**src/rtl/led_palette_pkg.sv**
```systemverilog
// Shared types and helpers for the LED palette fader: FSM states, channel counts and the saturating step rule.
package led_palette_pkg;

  typedef enum logic {
    ST_IDLE  = 1'b0,
    ST_SWEEP = 1'b1
  } state_e;

  localparam int c_chan_per_color = 3;

  function automatic int fn_channel_count(input int n_color, input int n_basic);
    return c_chan_per_color * n_color + n_basic;
  endfunction

  function automatic int fn_tick_period(input int unsigned fclk, input int unsigned step_ms);
    return int'(fclk / 1000 * step_ms);
  endfunction

  // The 9-bit distance makes the "close enough" test exact, so the result lands on target instead of wrapping.
  function automatic logic [7:0] fn_step_toward(input logic [7:0] current,
                                                input logic [7:0] target,
                                                input logic [7:0] step);
    logic [8:0] diff;
    logic [7:0] res;
    if (target >= current) begin
      diff = {1'b0, target} - {1'b0, current};
      res  = (diff <= {1'b0, step}) ? target : current + step;
    end else begin
      diff = {1'b0, current} - {1'b0, target};
      res  = (diff <= {1'b0, step}) ? target : current - step;
    end
    return res;
  endfunction

endpackage

```
**src/rtl/led_fade_tick_gen.sv**
```systemverilog
// Free-running period counter; o_tick is high for one cycle at the terminal count, then the count wraps to 0.
module led_fade_tick_gen #(
  parameter int unsigned parm_period = 40000
) (
  input  logic i_clk,
  input  logic i_arst_n,
  output logic o_tick
);

  localparam int unsigned c_cnt_w = (parm_period > 1) ? $clog2(parm_period) : 1;
  localparam logic [c_cnt_w-1:0] c_last = c_cnt_w'(parm_period - 1);

  logic [c_cnt_w-1:0] cnt_q, cnt_d;

  always_comb begin
    cnt_d = (cnt_q == c_last) ? '0 : cnt_q + c_cnt_w'(1);
  end

  always_ff @(posedge i_clk or negedge i_arst_n) begin
    if (!i_arst_n) begin
      cnt_q <= '0;
    end else begin
      cnt_q <= cnt_d;
    end
  end

  assign o_tick = (cnt_q == c_last);

endmodule

```
**src/rtl/led_palette_fader.sv**
```systemverilog
// Holds target/current LED palettes, loads targets over valid/ready, and sweeps every channel toward target once per tick.
// Commands are accepted only while idle; a sweep takes one cycle per channel and holds o_cmd_ready low meanwhile.
module led_palette_fader
  import led_palette_pkg::*;
#(
  parameter int          parm_color_led_count        = 4,
  parameter int          parm_basic_led_count        = 4,
  parameter int unsigned parm_FCLK                   = 40_000_000,
  parameter int unsigned parm_fade_step_milliseconds = 1,
  parameter int          parm_fade_step_size         = 16
) (
  input  logic                              i_clk,
  input  logic                              i_arst_n,
  input  logic                              i_cmd_valid,
  output logic                              o_cmd_ready,
  input  logic                              i_cmd_is_basic,
  input  logic [7:0]                        i_cmd_index,
  input  logic                              i_cmd_fade,
  input  logic [7:0]                        i_cmd_red,
  input  logic [7:0]                        i_cmd_green,
  input  logic [7:0]                        i_cmd_blue,
  input  logic [7:0]                        i_cmd_lumin,
  output logic [8*parm_color_led_count-1:0] o_color_led_red_value,
  output logic [8*parm_color_led_count-1:0] o_color_led_green_value,
  output logic [8*parm_color_led_count-1:0] o_color_led_blue_value,
  output logic [8*parm_basic_led_count-1:0] o_basic_led_lumin_value,
  output logic                              o_busy
);

  localparam int c_n           = parm_color_led_count;
  localparam int c_b           = parm_basic_led_count;
  localparam int c_chan        = fn_channel_count(c_n, c_b);
  localparam int c_tick_period = fn_tick_period(parm_FCLK, parm_fade_step_milliseconds);
  localparam int c_idx_w       = (c_chan > 1) ? $clog2(c_chan) : 1;
  localparam logic [c_idx_w-1:0] c_last_idx = c_idx_w'(c_chan - 1);
  localparam logic [7:0]         c_step     = 8'(parm_fade_step_size);

  if (c_tick_period < c_chan + 2) begin : g_period_check
    $error("led_palette_fader: tick period %0d shorter than channel count + 2 (%0d)", c_tick_period, c_chan + 2);
  end
  if (parm_fade_step_size < 1 || parm_fade_step_size > 255) begin : g_step_check
    $error("led_palette_fader: fade step %0d outside 1..255", parm_fade_step_size);
  end

  logic tick;

  led_fade_tick_gen #(
    .parm_period(c_tick_period)
  ) u_tick_gen (
    .i_clk   (i_clk),
    .i_arst_n(i_arst_n),
    .o_tick  (tick)
  );

  state_e             state_q, state_d;
  logic [c_idx_w-1:0] idx_q, idx_d;
  logic               pending_q, pending_d;
  logic               cmd_ready_q, cmd_ready_d;
  logic               busy_q, busy_d;
  logic               settled_q, settled_d;
  logic [7:0]         cur_q [c_chan];
  logic [7:0]         cur_d [c_chan];
  logic [7:0]         tgt_q [c_chan];
  logic [7:0]         tgt_d [c_chan];
  logic               cmd_fire;

  assign cmd_fire = i_cmd_valid && cmd_ready_q && (state_q == ST_IDLE);

  always_comb begin
    state_d   = state_q;
    idx_d     = idx_q;
    pending_d = pending_q;
    busy_d    = busy_q;
    settled_d = settled_q;
    cur_d     = cur_q;
    tgt_d     = tgt_q;

    case (state_q)
      ST_IDLE: begin
        if (cmd_fire) begin
          // Out-of-range indices match no slot, so they are consumed without effect.
          for (int k = 0; k < c_n; k++) begin
            if (!i_cmd_is_basic && i_cmd_index == 8'(k)) begin
              tgt_d[k]         = i_cmd_red;
              tgt_d[c_n+k]     = i_cmd_green;
              tgt_d[2*c_n+k]   = i_cmd_blue;
              if (i_cmd_fade) begin
                if (i_cmd_red != cur_q[k] || i_cmd_green != cur_q[c_n+k] ||
                    i_cmd_blue != cur_q[2*c_n+k]) begin
                  busy_d = 1'b1;
                end
              end else begin
                cur_d[k]       = i_cmd_red;
                cur_d[c_n+k]   = i_cmd_green;
                cur_d[2*c_n+k] = i_cmd_blue;
              end
            end
          end
          for (int k = 0; k < c_b; k++) begin
            if (i_cmd_is_basic && i_cmd_index == 8'(k)) begin
              tgt_d[3*c_n+k] = i_cmd_lumin;
              if (i_cmd_fade) begin
                if (i_cmd_lumin != cur_q[3*c_n+k]) busy_d = 1'b1;
              end else begin
                cur_d[3*c_n+k] = i_cmd_lumin;
              end
            end
          end
        end
        if (tick || pending_q) begin
          state_d   = ST_SWEEP;
          idx_d     = '0;
          pending_d = 1'b0;
          settled_d = 1'b1;
        end
      end

      ST_SWEEP: begin
        if (tick) pending_d = 1'b1;
        for (int c = 0; c < c_chan; c++) begin
          if (idx_q == c_idx_w'(c)) begin
            cur_d[c] = fn_step_toward(cur_q[c], tgt_q[c], c_step);
            if (cur_d[c] != tgt_q[c]) settled_d = 1'b0;
          end
        end
        if (idx_q == c_last_idx) begin
          if (settled_d) busy_d = 1'b0;
          if (tick || pending_q) begin
            idx_d     = '0;
            pending_d = 1'b0;
            settled_d = 1'b1;
          end else begin
            state_d = ST_IDLE;
          end
        end else begin
          idx_d = idx_q + c_idx_w'(1);
        end
      end

      default: state_d = ST_IDLE;
    endcase

    cmd_ready_d = (state_d == ST_IDLE);
  end

  always_ff @(posedge i_clk or negedge i_arst_n) begin
    if (!i_arst_n) begin
      state_q     <= ST_IDLE;
      idx_q       <= '0;
      pending_q   <= 1'b0;
      cmd_ready_q <= 1'b0;
      busy_q      <= 1'b0;
      settled_q   <= 1'b0;
      for (int c = 0; c < c_chan; c++) begin
        cur_q[c] <= '0;
        tgt_q[c] <= '0;
      end
    end else begin
      state_q     <= state_d;
      idx_q       <= idx_d;
      pending_q   <= pending_d;
      cmd_ready_q <= cmd_ready_d;
      busy_q      <= busy_d;
      settled_q   <= settled_d;
      cur_q       <= cur_d;
      tgt_q       <= tgt_d;
    end
  end

  for (genvar k = 0; k < c_n; k++) begin : g_color_out
    assign o_color_led_red_value[8*k +: 8]   = cur_q[k];
    assign o_color_led_green_value[8*k +: 8] = cur_q[c_n+k];
    assign o_color_led_blue_value[8*k +: 8]  = cur_q[2*c_n+k];
  end
  for (genvar k = 0; k < c_b; k++) begin : g_basic_out
    assign o_basic_led_lumin_value[8*k +: 8] = cur_q[3*c_n+k];
  end

  assign o_cmd_ready = cmd_ready_q;
  assign o_busy      = busy_q;

endmodule

```
**config.mk**
```make
export PLATFORM = sky130hd
export DESIGN_NAME = led_palette_fader
export DESIGN_NICKNAME = d
export VERILOG_FILES = /design/src/rtl/led_palette_pkg.sv /design/src/rtl/led_fade_tick_gen.sv /design/src/rtl/led_palette_fader.sv
export SDC_FILE = /design/constraint.sdc
export NUM_CORES = 2
export LEC_CHECK = 0
export CELL_PAD_IN_SITES_DETAIL_PLACEMENT = 1
export CELL_PAD_IN_SITES_GLOBAL_PLACEMENT = 2
export CORE_MARGIN = 10
export CORE_UTILIZATION = 37
export DETAILED_ROUTE_END_ITERATION = 10
export PLACE_DENSITY = 0.9
export SLEW_MARGIN = 10
export SYNTH_ARGS = -nofsm -noshare
export SYNTH_HDL_FRONTEND = slang
export SYNTH_SLANG_ARGS = --single-unit
```
**constraint.sdc**
```tcl
create_clock -name i_clk -period 5.8 [get_ports i_clk]
set_input_delay 1.16 -clock i_clk [delete_from_list [all_inputs] [get_ports i_clk]]
set_output_delay 1.16 -clock i_clk [all_outputs]
set_load 0.01 [all_outputs]
```
==> flow_summary.yaml <==
setup_path:
  timing.rr.end: "settled_q$_DFFE_PN0P_"
  reg_to_reg_slack_setup_ns: 0.94
  data_arrival_time_at_the_worst_slack_endpoint_ns: 5.32
  timing.critical_path.required_ns: 6.26
  worst-r2r-cell-count: 13
  endpoint_kind_of_the_worst_setup_timing_path: "flop"
  worstPathMaxFanout: 14
  timing.critical_path.from_type: "flop"
  critical_path_class: "reg -> reg"
  regToRegStartpoint: "o_color_led_green_value[28]$_DFFE_PN0P_"
final_layout:
  design_area_sq_mm: 0.0330
  area.growth.synth_to_final_pct: 13.8
  leading_cell_types_in_the_layout_fill_and_taps_excluded: "300 x sky130_fd_sc_hd__inv_1, 293 x sky130_fd_sc_hd__ha_1, 289 x sky130_fd_sc_hd__nand2_1"
  drive_gt1_share_pct: 5.13
  mostFrequentLayoutCell: "sky130_fd_sc_hd__inv_1"
  num-nets-final: 4091
  antenna_cells_inserted: 0
die:
  floorplan.io_pins: 175
  die_area_sq_mm: 0.0900
  num_rows: 102
  initial_utilization_pct: 37.4
  die_h_um: 300
  floorplan.core_area_sq_mm: 0.0776
  fp.dieW_um: 300
timing:
  layout_worst_path_cycle_share_pct: 83.7
  max-slew-margin-rel_pct: 18.7
  max_freq_ghz: 0.206
  grt_setup_unrepaired: "false"
  report.final.hold_viol_count: 0
  post-route-worst-setup-slack_ns: 0.945
  timing.setup.tns_ns: 0
  timing_worst_slew_pin_value_ns: 1.22
  timing.final.setup_violations: 0
  final.hold.worst_slack_ns: 0.481
  pins_over_slew_limit: 0
  finalClockSkew_ns: 0.0265
  period_minus_slack_ns: 4.86
clock_tree:
  cts_clk_pin_slew_worst_paths_ns: 0.06
  cts-buffers-inserted: 38
  cts.sink_count: 281
  clock_tree.htree_level_count: 2
  clockRootBuffer: "sky130_fd_sc_hd__clkbuf_16"
  post_cts_hold_buffer_count: 0
  post_cts_buffers: 0
  post_cts_sizing: 0
  cts_tree: "yes"
  maximum_count_of_clock_buffers_along_a_single_path: 3
  clkLatencyLatePin_ns: 0.58
place:
  finalWeightedCongestion: 0.907
  io_buffers: 174
  place_area_sq_mm: 0.0317
  detailed_place_hpwl_um: 82500
  pre_cts_ws_ns: 1.03
drt:
  dr_vias: 28100
  drt_drc_violations_left: 0
  totalWireLength_um: 108000
  first_iter_violations: 1736
  wire_per_inst_um: 22.5
  total_iterations_of_the_first_detailed_routing_run: 7
  viasPerCell: 5.83
  final_antenna_net_count: 0
run:
  maxCapViolations: 0
min_path:
  holdPathStages: 1
  hp-start: "u_tick_gen.cnt_q[4]$_DFF_PN0_"
  hold_path_class: "reg -> reg"
  min_delay_worst_endpoint: "u_tick_gen.cnt_q[4]$_DFF_PN0_"
power:
  p_leak_nw: 13.9
  internal_power_mw: 4.18
  vdd.ir_drop.worst_mv: 0.188
  p_sw_share_pct: 32.8
  net_sw_power_mw: 2.04
  pwr-share-seq_pct: 34.5
  power.clock.fraction_pct: 41.1
  powerDensity_mw_per_mm2: 189
  comb_power_share_pct: 24.4
grt:
  grt_antenna_before_repair: 1
  grt_max_degree: 112
  grt_util_all_layers_pct: 23.2
  via_count_of_the_first_global_routing_pass: 28800
  overflow: 0
  global_route_wire_length_before_repair_um: 169000
synth:
  synth_edf_count: 0
  synth_async_sr_flop_share_pct: 100
  mappedNetlistArea_sq_mm: 0.0290
  post_synth_inst_count: 3687
  ys_ff_latch: 281
  yosysSeqAreaShare_pct: 24.3
  synth.yosys.warnings: 0
  synthesis.nets: 4025
  yosysUniqueCellTypes: 95
  syn_area_per_cell_sq_um: 7.86
  synth_flop_cell: "sky130_fd_sc_hd__dfrtp_1"
outcome:
  outcome: "complete, no violations"
cell usage after synthesis (9+ instances only):
library cell	count	share of area, %
sky130_fd_sc_hd__inv_1	301	3.9
sky130_fd_sc_hd__o21bai_1	13	0.34
sky130_fd_sc_hd__o31ai_1	20	0.52
sky130_fd_sc_hd__o41ai_1	9	0.27
sky130_fd_sc_hd__ha_1	293	13
sky130_fd_sc_hd__or2_2	21	0.45
sky130_fd_sc_hd__a221oi_1	21	0.63
sky130_fd_sc_hd__or4_1	9	0.23
sky130_fd_sc_hd__xor2_1	158	4.8
sky130_fd_sc_hd__o21ai_0	267	4.6
sky130_fd_sc_hd__o311ai_0	11	0.33
sky130_fd_sc_hd__a22oi_1	14	0.36
sky130_fd_sc_hd__nor4_1	39	0.84
sky130_fd_sc_hd__xnor2_1	243	7.3
sky130_fd_sc_hd__a211oi_1	36	0.93
sky130_fd_sc_hd__nor2b_1	70	1.5
sky130_fd_sc_hd__nand2_1	289	3.7
sky130_fd_sc_hd__mux2i_1	24	0.83
sky130_fd_sc_hd__a211o_1	10	0.30
sky130_fd_sc_hd__and3_1	21	0.45
sky130_fd_sc_hd__a21o_1	44	1.1
sky130_fd_sc_hd__nand2b_1	55	1.2
sky130_fd_sc_hd__a31oi_1	52	1.1
sky130_fd_sc_hd__nand4_1	41	0.88
sky130_fd_sc_hd__nand3b_1	12	0.31
sky130_fd_sc_hd__clkbuf_1	163	2.1
sky130_fd_sc_hd__and2_1	17	0.37
sky130_fd_sc_hd__mux2_2	37	1.4
sky130_fd_sc_hd__nor3_1	84	1.4
sky130_fd_sc_hd__o211ai_1	34	0.88
sky130_fd_sc_hd__nand3_1	80	1.4
sky130_fd_sc_hd__dfrtp_1	281	24
sky130_fd_sc_hd__o22ai_1	132	2.8
sky130_fd_sc_hd__o21a_1	38	0.98
sky130_fd_sc_hd__buf_1	23	0.30
sky130_fd_sc_hd__nor2_1	227	2.9
sky130_fd_sc_hd__o311a_1	11	0.38
sky130_fd_sc_hd__or3_1	23	0.50
sky130_fd_sc_hd__a21oi_1	281	4.9
sky130_fd_sc_hd__o221ai_1	11	0.33
power by group through the flow:
stage                     Combinational [mW]  Clock (mW)  Sequential (mW)
after detailed placement                1.50           0             2.18
after floorplan                         1.03           0             2.14
after global placement                  1.48           0             2.18
after CTS                               1.51        2.60             2.15
after global routing                    1.68        2.68             2.16
final                                   1.52        2.56             2.15
worst max path at each step:
stage	slack, ns	cells after the start	to	startpoint
after floorplan	1.56	15	settled_q$_DFFE_PN0P_	o_color_led_green_value[28]$_DFFE_PN0P_
after global placement	1.20	13	settled_q$_DFFE_PN0P_	o_color_led_green_value[28]$_DFFE_PN0P_
after detailed placement	1.03	13	settled_q$_DFFE_PN0P_	o_color_led_green_value[28]$_DFFE_PN0P_
after CTS	0.96	13	settled_q$_DFFE_PN0P_	o_color_led_green_value[28]$_DFFE_PN0P_
after global routing	0.66	13	settled_q$_DFFE_PN0P_	o_color_led_green_value[28]$_DFFE_PN0P_
final	0.94	13	settled_q$_DFFE_PN0P_	o_color_led_green_value[28]$_DFFE_PN0P_
critical path, cell delays in order (launching register included):
cell and delay (ns):
sky130_fd_sc_hd__dfrtp_1 0.67, sky130_fd_sc_hd__inv_1 0.14, sky130_fd_sc_hd__ha_1 0.59, sky130_fd_sc_hd__o21a_1 0.21
sky130_fd_sc_hd__nor2_1 0.05, sky130_fd_sc_hd__a21oi_1 0.15, sky130_fd_sc_hd__mux2_1 0.33, sky130_fd_sc_hd__nor4_1 0.44
sky130_fd_sc_hd__a21oi_1 0.14, sky130_fd_sc_hd__nand3b_1 0.38, sky130_fd_sc_hd__o22ai_1 0.15, sky130_fd_sc_hd__or4_1 0.59
sky130_fd_sc_hd__or4_4 0.55, sky130_fd_sc_hd__o41ai_2 0.36
routing by layer:
layer	track usage (%)	wire length (um)	vias to the layer above
li1	-	-	13200
met1	29.1	47400	14100
met2	40.0	52000	611
met3	3.71	5550	151
met4	7.44	3420	2
met5	0	11	-
registers in the layout, summed over array words and instances (netlist names):
name                     count
o_color_led_red_value       32
o_busy                       1
o_color_led_green_value     32
state_q                      1
tgt_q                      128
u_tick_gen.cnt_q            16
settled_q                    1
o_basic_led_lumin_value     32
pending_q                    1
idx_q                        4
o_cmd_ready                  1
o_color_led_blue_value      32
metrics by stage:
stage                     util, %  total power [mW]  cells
final                        42.5              6.22   4818
after global routing         42.5              6.51   4818
after CTS                    42.5              6.26   4818
after detailed placement     40.9              3.68   4753
after global placement       40.9              3.66   4753
after floorplan                 -              3.17   3687
cells by family (layout without fill, tap and decap cells):
kind of cell | Yosys count | in the layout | synth area share (%)
compound gates | 1119 | 1119 | 24.5
simple gates | 1036 | 1036 | 17.7
buf+inv | 495 | 586 | 6.43
xor+xnor | 401 | 401 | 12.1
fa+ha+maj | 293 | 293 | 12.6
flops | 281 | 281 | 24.3
mux | 62 | 62 | 2.30
layout make-up:
cell class / instances / area (sq um)
fill: 9513 / 44600
multi-input combinational: 2911 / 20100
sequential: 281 / 7040
timing repair buffer: 218 / 2100
tap: 1040 / 1300
inverter: 303 / 1140
clock buffer: 55 / 1120
clock inverter: 10 / 184
(Power assumes the default switching activity.)
